### src/rtl/kronos_mem_pkg.sv
// Shared types and constants for the kronos instruction/data memory arbiter.
package kronos_mem_pkg;

    typedef enum logic [1:0] {
        IDLE,
        BUSY_I,
        BUSY_D
    } state_t;

    typedef enum logic {
        PORT_INSTR,
        PORT_DATA
    } port_t;

    localparam logic [3:0] FULL_MASK = 4'hF;

endpackage

### src/rtl/kronos_mem_watchdog.sv
// Transaction watchdog: counts cycles spent waiting on the downstream port,
// flags an abort when the limit is reached and keeps a saturating abort tally.
module kronos_mem_watchdog #(
    parameter int unsigned TIMEOUT_CYCLES = 1023
) (
    input  logic        clk,
    input  logic        reset,
    input  logic        clear,
    input  logic        enable,
    input  logic        ack,
    output logic        abort,
    output logic [15:0] abort_count
);

    localparam int unsigned CW = (TIMEOUT_CYCLES > 1) ? $clog2(TIMEOUT_CYCLES + 1) : 1;

    logic [CW-1:0] count_reg;
    logic [15:0]   abort_count_reg;
    logic          hit;

    generate
        if (TIMEOUT_CYCLES == 0) begin : g_disabled
            assign hit = 1'b0;
        end else begin : g_enabled
            assign hit = (count_reg == CW'(TIMEOUT_CYCLES));
        end
    endgenerate

    // A real ack in the same cycle always takes precedence over the abort.
    assign abort       = !reset && enable && hit && !ack;
    assign abort_count = abort_count_reg;

    always_ff @(posedge clk) begin
        if (reset) begin
            count_reg       <= '0;
            abort_count_reg <= '0;
        end else begin
            if (clear) begin
                count_reg <= '0;
            end else if (enable && (count_reg != '1)) begin
                count_reg <= count_reg + 1'b1;
            end
            if (abort && (abort_count_reg != 16'hFFFF)) begin
                abort_count_reg <= abort_count_reg + 16'd1;
            end
        end
    end

endmodule

### src/rtl/kronos_mem_arbiter.sv
// Merges the kronos fetch and load/store ports onto one downstream memory port,
// with fixed or round-robin arbitration and a watchdog for hung transactions.
module kronos_mem_arbiter
    import kronos_mem_pkg::*;
#(
    parameter bit          ROUND_ROBIN    = 1'b1,
    parameter int unsigned TIMEOUT_CYCLES = 1023,
    parameter logic [31:0] ERROR_DATA     = 32'hDEAD_BEEF
) (
    input  logic        clk,
    input  logic        reset,
    input  logic [31:0] instr_addr,
    input  logic        instr_req,
    output logic        instr_ack,
    output logic [31:0] instr_data,
    input  logic [31:0] data_addr,
    input  logic [31:0] data_wr_data,
    input  logic [3:0]  data_mask,
    input  logic        data_wr_en,
    input  logic        data_req,
    output logic        data_ack,
    output logic [31:0] data_rd_data,
    output logic [31:0] mem_addr,
    output logic [31:0] mem_wr_data,
    output logic [3:0]  mem_mask,
    output logic        mem_wr_en,
    output logic        mem_req,
    input  logic        mem_ack,
    input  logic [31:0] mem_q,
    output logic        bus_error,
    output logic [15:0] timeout_count
);

    state_t      state_reg, state_next;
    port_t       last_grant_reg, last_grant_next;
    logic [31:0] mem_addr_reg, mem_wr_data_reg;
    logic [3:0]  mem_mask_reg;
    logic        mem_wr_en_reg, mem_req_reg;
    logic        grant_instr, grant_data;
    logic        busy, abort, finish;
    logic [31:0] resp_data;

    assign busy   = (state_reg != IDLE);
    assign finish = busy && (mem_ack || abort);

    always_comb begin
        state_next      = state_reg;
        last_grant_next = last_grant_reg;
        grant_instr     = 1'b0;
        grant_data      = 1'b0;
        unique case (state_reg)
            IDLE: begin
                // Data wins a tie unless round-robin says it had the last turn.
                if (data_req && (!instr_req || !ROUND_ROBIN || (last_grant_reg == PORT_INSTR))) begin
                    state_next      = BUSY_D;
                    last_grant_next = PORT_DATA;
                    grant_data      = 1'b1;
                end else if (instr_req) begin
                    state_next      = BUSY_I;
                    last_grant_next = PORT_INSTR;
                    grant_instr     = 1'b1;
                end
            end
            BUSY_I, BUSY_D: begin
                if (mem_ack || abort) begin
                    state_next = IDLE;
                end
            end
            default: state_next = IDLE;
        endcase
    end

    always_ff @(posedge clk) begin
        if (reset) begin
            state_reg       <= IDLE;
            last_grant_reg  <= PORT_INSTR;
            mem_req_reg     <= 1'b0;
            mem_addr_reg    <= '0;
            mem_wr_data_reg <= '0;
            mem_mask_reg    <= '0;
            mem_wr_en_reg   <= 1'b0;
        end else begin
            state_reg      <= state_next;
            last_grant_reg <= last_grant_next;
            if (grant_data) begin
                mem_req_reg     <= 1'b1;
                mem_addr_reg    <= data_addr;
                mem_wr_data_reg <= data_wr_data;
                mem_mask_reg    <= data_mask;
                mem_wr_en_reg   <= data_wr_en;
            end else if (grant_instr) begin
                mem_req_reg     <= 1'b1;
                mem_addr_reg    <= instr_addr;
                mem_wr_data_reg <= '0;
                mem_mask_reg    <= FULL_MASK;
                mem_wr_en_reg   <= 1'b0;
            end else if (finish) begin
                mem_req_reg <= 1'b0;
            end
        end
    end

    kronos_mem_watchdog #(
        .TIMEOUT_CYCLES(TIMEOUT_CYCLES)
    ) u_watchdog (
        .clk        (clk),
        .reset      (reset),
        .clear      (grant_instr || grant_data),
        .enable     (busy),
        .ack        (mem_ack),
        .abort      (abort),
        .abort_count(timeout_count)
    );

    // Responses are suppressed during reset so a dropped transaction never acks.
    assign resp_data    = mem_ack ? mem_q : ERROR_DATA;
    assign instr_ack    = !reset && (state_reg == BUSY_I) && (mem_ack || abort);
    assign data_ack     = !reset && (state_reg == BUSY_D) && (mem_ack || abort);
    assign instr_data   = instr_ack ? resp_data : '0;
    assign data_rd_data = data_ack ? resp_data : '0;
    assign bus_error    = abort;

    assign mem_addr    = mem_addr_reg;
    assign mem_wr_data = mem_wr_data_reg;
    assign mem_mask    = mem_mask_reg;
    assign mem_wr_en   = mem_wr_en_reg;
    assign mem_req     = mem_req_reg;

endmodule

### config.mk
export PLATFORM = sky130hd
export DESIGN_NAME = kronos_mem_arbiter
export DESIGN_NICKNAME = d
export VERILOG_FILES = /design/src/rtl/kronos_mem_pkg.sv /design/src/rtl/kronos_mem_watchdog.sv /design/src/rtl/kronos_mem_arbiter.sv
export SDC_FILE = /design/constraint.sdc
export NUM_CORES = 1
export LEC_CHECK = 0
export BUFFER_PORTS_ARGS = -buffer_cell sky130_fd_sc_hd__buf_4
export CORE_ASPECT_RATIO = 1.2
export CORE_UTILIZATION = 35
export DETAILED_ROUTE_END_ITERATION = 10
export PLACE_DENSITY_LB_ADDON = 0.12
export SETUP_SLACK_MARGIN = 0.3
export SYNTH_ARGS = -nofsm -noshare
export SYNTH_HDL_FRONTEND = slang
export SYNTH_SLANG_ARGS = --single-unit
export TNS_END_PERCENT = 20
### constraint.sdc
create_clock -name clk -period 1.9 [get_ports clk]
set_input_delay 0.095 -clock clk [delete_from_list [all_inputs] [get_ports clk]]
set_output_delay 0.095 -clock clk [all_outputs]
set_load 0.01 [all_outputs]
Word-level counts from Yosys, hierarchy flattened
Cells that the tools add are included.
Widths: inputs -> output; s select.
{ "classes": {"n_mux": 25, "n_bitwise": 1, "eq_ne": 7, "n_reduce_logical": 26, "addsub": 2} }
{ "op_table": {"columns": ["cell", "n"], "rows": [
  ["$mux 32", 7],
  ["$add 16x1->16 const B", 1],
  ["$ne 16x16->1 const B", 1],
  ["$mux 1", 12],
  ["$logic_and 1x1->1", 11],
  ["$add 10x1->10 const B", 1],
  ["$eq 10x10->1 const B", 1],
  ["$ne 10x10->1 const B", 1],
  ["$mux 4", 2],
  ["$mux 2", 3],
  ["$reduce_bool 2->1", 3],
  ["$pmux 2 s2", 1],
  ["$reduce_and 2->1", 2],
  ["$reduce_or 2->1", 2],
  ["$logic_not 1->1", 3],
  ["$logic_or 1x1->1", 3],
  ["$ne 3x3->1 const B", 1],
  ["$reduce_bool 3->1", 1],
  ["$eq 2x1->1 const B", 1],
  ["$eq 2x2->1 const B", 1],
  ["$logic_not 2->1", 1],
  ["$ne 2x2->1 const B", 1],
  ["$not 1->1", 1]
]} }
{ "word_totals": {"inputBits": 138, "regBits": 99, "word_cells": 70} }

Depth between registers and ports, before layout
Gate-level depths: netlist (run 1).
{ "logic_depth": {"word_depth": 9, "depth_mapped": 9, "ltp_nobuf": 7} }

Hierarchy
Synthesis (run 1) repeated with hierarchy kept, for this count alone.
{ "unflattened": {"cells_unflattened": 540, "area_unflattened_um2": 4663.2} }
{ "modules_own_cells": {"columns": ["mod", "seq_area_each_um2", "cells_per_inst", "instances", "area_each_um2"], "rows": [
  ["kronos_mem_arbiter", 1461.4, 376, 1, 3285.7],
  ["kronos_mem_watchdog", 520.5, 164, 1, 1377.6]
]} }

Worst setup path before layout (run 1)
OpenSTA, ideal clock, no wires.
{ "synth_path": {"kind": "register to output", "from": "reg state_reg[0]", "to": "out instr_data[18]", "setup_slack_ns": -0.118, "arrival_ns": 1.923, "path_stages_with_launch": 10, "n_path_buf": 2, "path_cell_list": "dfxtp_1 inv_1 ha_1 nand3b_1 nor3_2 nor2_1 or2_2 clkbuf_1 buf_2 nor2_1"} }
{ "synth_via": {"elab_chain_cells": 7, "word_cells_on_any_way": 9, "classes_between": "eq/ne (1); mux (1); reduce/logical (7)"} }
{ "synth_lines": {"columns": ["item", "line", "source"], "rows": [
  ["start: declaration", "kronos_mem_arbiter.sv:34", "state_t state_reg, state_next;"],
  ["start signal: assignment", "kronos_mem_arbiter.sv:83", "state_reg <= state_next;"],
  ["$reduce_bool 2->1", "kronos_mem_arbiter.sv:43", "assign busy = (state_reg != IDLE);"],
  ["$logic_and 1x1->1 (3 in a row)", "kronos_mem_watchdog.sv:30", "assign abort = !reset && enable && hit && !ack;"],
  ["$logic_or 1x1->1", "kronos_mem_arbiter.sv:117", "assign instr_ack = !reset && (state_reg == BUSY_I) && (mem_ack || abort);"],
  ["$logic_and 1x1->1 *", "kronos_mem_arbiter.sv:117", null],
  ["$mux 32 *", "kronos_mem_arbiter.sv:119", "assign instr_data = instr_ack ? resp_data : '0;"],
  ["end: declaration", "kronos_mem_arbiter.sv:15", "output logic [31:0] instr_data,"]
]} }
Mark *: on every way between the ends. The rest lies on a longest branch, timed or not.

Worst setup path after layout (run 1)
{ "layout_path": {"from": "reg state_reg[0]", "to": "out instr_data[0]"} }
Same word-level chain as after synthesis.

==> out/qor.yml, run 1 <==
finish:
  final_util: 0.722
  drive_gt1_frac: 0.553
  n_antenna_cell: 0
  layout_commonest_cell: "buf_4"
  final_nets: 1012
  area_delta_synth_final_pct: 97.8
  finish.cell_count_without_fillers: 1035
  fillers: 833
  final_cell_mix: "buf_4 (276), nor2_1 (98), dfxtp_1 (88)"
floorplan:
  num_rows: 44
  die_w_um: 105
  io_pins: 291
  die_y_um: 126
  die_area_um2: 13300
  start_util: 0.365
  core-area_um2: 12300
detailed_routing:
  vias: 5258
  vias_per_cell: 5.08
  drt_iter0_markers: 246
  antenna_left: 0
  wl_per_cell_um: 16.5
  drt_pass1_iterations: 4
  drc: 0
  routed_wl_um: 17100
worst_setup_path:
  crit_path_start_kind: "register"
  worstSetupPathType: "reg -> out"
  crit_slowest_cell: "dfxtp_2"
  cp-end-kind: "output pin"
  crit_chain: "inv_2 > ha_4 > nand3b_1 > nor3_2 > nor2_2 > buf_6 > or2_4 > nor2_1 > buf_4"
  cp_data_arrival_time_ns: 2.08
  required_ns: 1.80
  cpPeakStageDelay_ns: 0.34
  critPathMaxFanout: 7
synthesis:
  syn_inst: 524
  syn_nets: 667
  ys_types: 46
  yosysWarnings: 0
  synth_seq_cells: 99
  seq_area_frac_synth: 0.442
  syn_area_um2: 4480
  synth-edff-count: 0
  ys_dominant_reg_cell: "dfxtp_1"
  syn-mean-instance-area_um2: 8.55
  synthArstFlopShare: 0
clock_network:
  cts-buffers-inserted: 9
  cts-htree-levels: 3
  cts_root_buffer: "clkbuf_16"
  clkLatencyLatePin_ns: 0.33
  tritoncts: "yes"
  clockBufferDepth: 2
  cts_sinks: 99
  cts.clk_slew.worst_paths_ns: 0.07
placement:
  port_buffers: 290
  dp_hpwl_um: 11800
  gp_congestion: 0.850
  placed_cells: 969
timing:
  fin_skew_ns: 0.00467
  slew_headroom: 0.642
  timing.final.crit_share: 1.15
  setup_ws_ns: -0.279
  rsz0062_at_grt: "true"
  setup_violations: 52
  period_minus_slack_ns: 2.18
  final-hold-violation-count: 0
  drv_slew: 0
  worstMarginPinSlew_ns: 0.532
  fmaxAchievable_mhz: 459
global_route:
  grt_overflow_total: 0
  grt_max_degree: 36
  grt_pass1_vias: 5154
  antenna_found_initial: 0
  grt_util_all_layers: 0.243
  grt_pass1_wl_um: 25500
pwr:
  powerDensity_nw_per_um2: 692
  power.leakage_nw: 3.98
  peakVddDrop_mv: 0.623
hold_path:
  hold_path_class: "in -> reg"
status:
  violations: "negative setup slack"
  status: "finished with violations"
flow_run:
  maxCapViolations: 0
## kinds of logic (layout without fill, tap and decap cells)
logic type,Yosys count,count (layout),share of synthesized area
flip-flops,99,99,0.442
AND/OR/NAND/NOR,220,223,0.215
AO/OA/AOI/OAI,94,94,0.166
adder cells (fa/ha/maj),5,5,0.0140
buffers and inverters,52,399,0.0478
XOR/XNOR,20,20,0.0391
multiplexers,34,34,0.0760
## critical path: cells and delay by family (launching register included)
family                     cells  cell delay, ns
buffers and inverters          3            0.33
and+or+nand+nor                5            0.92
adders and majority gates      1            0.16
DFF                            1            0.34
## final cells by class
cell class / count / area (um2) / share of cell area
timing repair buffer: 370 / 3190 / 0.360
multi-input combinational: 376 / 3100 / 0.349
sequential: 99 / 2010 / 0.226
tap: 161 / 201 / 0.0227
clock inverter: 6 / 70.1 / 0.00791
clock buffer: 10 / 250 / 0.0282
inverter: 13 / 51.3 / 0.00579
## final timing paths
check        slack, ns  cells after the start                                      end                         start
max              -0.28                      9                            instr_data[0]     state_reg[0]$_SDFFE_PP0P_
min               0.01                      3                 mem_mask[3]$_SDFFE_PP0P_                  data_mask[3]
max reg2reg      -0.02                      8  u_watchdog.abort_count[15]$_SDFFE_PP0P_     state_reg[0]$_SDFFE_PP0P_
min reg2reg       0.48                      1             mem_wr_data[13]$_SDFFE_PP0P_  mem_wr_data[13]$_SDFFE_PP0P_
## synth_stat cells, drive strengths merged, types with 4 or more instances
cell       n  area share
nor2     158        0.13
dfxtp     99        0.44
a22o      34       0.066
mux2i     34       0.076
a211oi    32       0.054
clkbuf    27       0.023
nand2     18       0.015
buf       12       0.014
inv       12       0.010
xnor2     10       0.020
xor2      10       0.020
nand4      8       0.013
o2111ai    7       0.014
nand3      6      0.0067
ha         5       0.014
and2       4      0.0056
o211ai     4      0.0067
o22ai      4      0.0056
## per-layer routing
layer  vias to the layer above  wire length (um)  GRT usage
met5                         -                 0          0
met4                         0               403     0.0961
met3                        28              1270     0.0611
met2                       239              9460      0.473
met1                      2468              5980      0.243
li1                       2523                 -          -
## report_power, final
part / internal (W) / switching [W]
combinational: 0.000980 / 0.000860
clock: 0.00111 / 0.000795
sequential: 0.00227 / 0.000117
## timing repair
item	in CTS	in global routing
cloned	4	0
pin swaps	78	53
buffers inserted	11	2
endpoints found under the setup margin	126	160
resized for setup	86	85
hold buffers	33	0
hold endpoints to repair	33	0
## through the flow
step                TNS [ns]  hold slack, ns  power, W  worst slack [ns]  cell area (um2)
finish                 -9.97          0.0140   0.00614            -0.279             8860
global route          -13.34          0.0130   0.00640            -0.333             8860
CTS                   -13.90         0.00745   0.00604            -0.297             8480
detailed placement    -0.131           0.315   0.00393           -0.0457             7330
global placement           0           0.311   0.00390            0.0527             7330
floorplan                  0           0.228   0.00318             0.150             4900
No activity file was read; power rests on OpenSTA's default activity.
==> run 2, diff against run 1 <==
Settings changed: GPL_ROUTABILITY_DRIVEN set to 0, PLACE_DENSITY set to 0.71, PLACE_DENSITY_LB_ADDON 0.12 to unset, TNS_END_PERCENT 20 to unset.
==> out/qor.yml, run 2 (same netlist as run 1, synthesis figures left out) <==
status:
  status: "finished with violations"
  violations: "negative setup slack"
detailed_routing:
  vias: 5819
  routed_wl_um: 21800
  antenna_left: 0
  drt_pass1_iterations: 4
  wl_per_cell_um: 20.2
  drt_iter0_markers: 303
  vias_per_cell: 5.37
  drc: 0
global_route:
  grt_overflow_total: 0
  grt_pass1_vias: 5814
  grt_pass1_wl_um: 30700
  grt_max_degree: 57
  grt_util_all_layers: 0.296
  antenna_found_initial: 1
pwr:
  total_power_w: 0.00725
  powerDensity_nw_per_um2: 709
  peakVddDrop_mv: 0.465
  power.leakage_nw: 4.41
clock_network:
  cts_sinks: 99
  cts-buffers-inserted: 9
  cts.clk_slew.worst_paths_ns: 0.07
  clkLatencyLatePin_ns: 0.34
  tritoncts: "yes"
  cts-htree-levels: 3
  cts_root_buffer: "clkbuf_16"
  clockBufferDepth: 2
floorplan:
  die_area_um2: 13300
  num_rows: 44
  die_w_um: 105
  core-area_um2: 12300
  die_y_um: 126
  io_pins: 291
  start_util: 0.365
finish:
  layout_commonest_cell: "buf_4"
  final_util: 0.833
  fillers: 614
  final_cell_mix: "buf_4 (273), dfxtp_1 (85), nor2_1 (82)"
  area_delta_synth_final_pct: 128
  final_cell_area_um2: 10200
  final_nets: 1059
  drive_gt1_frac: 0.647
timing:
  period_minus_slack_ns: 2.20
  tns_ns: -14.57
  timing.final.crit_share: 1.16
  final-hold-violation-count: 0
  fmaxAchievable_mhz: 455
  setup_ws_ns: -0.299
  rsz0062_at_grt: "true"
  drv_slew: 0
  fin_skew_ns: 0.00729
  fin_hold_ws_ns: 0.0161
  slew_headroom: 0.446
  worstMarginPinSlew_ns: 0.831
  setup_violations: 65
worst_setup_path:
  worstSetupPathType: "reg -> out"
  critPathMaxFanout: 10
  required_ns: 1.80
  cp_data_arrival_time_ns: 2.10
  cp-end-kind: "output pin"
  crit_path_start_kind: "register"
placement:
  post_dp_cell_area_um2: 7410
  port_buffers: 290
  dp_hpwl_um: 11600
hold_path:
  hold_path_class: "in -> reg"
flow_run:
  maxCapViolations: 0
## run 2: changes by cell type in the layout (fill, tap and decap cells not counted), sizes merged
cell	previous run	this run
buf	337	383
bufbuf	0	1
clkbuf	10	13
clkinv	4	5
diode	0	1
dlygate4sd3	33	34
inv	14	11
nor2	158	159
or2	6	3
## run 2: report_power, final
group / switching, W / internal, W
logic: 0.00124 / 0.00158
clock network: 0.000825 / 0.00118
registers: 0.000152 / 0.00227
total: 0.00222 / 0.00503
## run 2: layout make-up
type	instances	area [um2]	area share
diodes	1	2.50	0.000245
clock buffers	12	278	0.0271
multi-input cells	374	3480	0.340
flip-flops and latches	99	2010	0.197
well taps	161	201	0.0197
inverters	13	58.8	0.00575
clock inverters	4	53.8	0.00526
repair buffers	419	4150	0.406
## run 2: critical path, stage by stage (launching register included)
cell and delay, ns:
dfxtp_1 0.46, nand4_1 0.23, nor3_2 0.26, nor2_2 0.08
or2_4 0.34, buf_12 0.18, nor2_4 0.10, buf_6 0.12
## run 2: what timing repair did
item                                    CTS  global route
pin swaps                                54            51
hold endpoints to repair                 34             0
buffers inserted                         28            13
endpoints found under the setup margin  142           166
gates cloned                             21             1
resized for setup                       149           123
hold buffers                             34             0
## run 2: path summary, 6_finish.rpt
check	start	endpoint	slack, ns	cells past startpoint
worst min-delay path	data_mask[0]	mem_mask[0]$_SDFFE_PP0P_	0.02	3
worst max register to register	state_reg[1]$_SDFFE_PP0P_	u_watchdog.abort_count[7]$_SDFFE_PP0P_	-0.22	12
worst min register to register	mem_wr_data[31]$_SDFFE_PP0P_	mem_wr_data[31]$_SDFFE_PP0P_	0.48	1
worst max-delay path	u_watchdog.count_reg[7]$_SDFFE_PP0P_	data_rd_data[23]	-0.30	7
## run 2: metal layers
layer | part of all wire | vias to the layer above | GRT usage
li1 | - | 2622 | -
met4 | 0.043 | 0 | 0.128
met3 | 0.067 | 76 | 0.0647
met2 | 0.55 | 316 | 0.571
met5 | 0 | - | 0
met1 | 0.34 | 2805 | 0.300
## run 2: per-stage QoR
| step | instances | setup WS [ns] |
|---|---|---|
| 2_1_floorplan | 524 | 0.154 |
| 3_3_place_gp | 969 | -0.0179 |
| 3_5_place_dp | 969 | -0.126 |
| 4_1_cts | 1068 | -0.244 |
| 5_1_grt | 1083 | -0.324 |
| 6_report | 1083 | -0.299 |
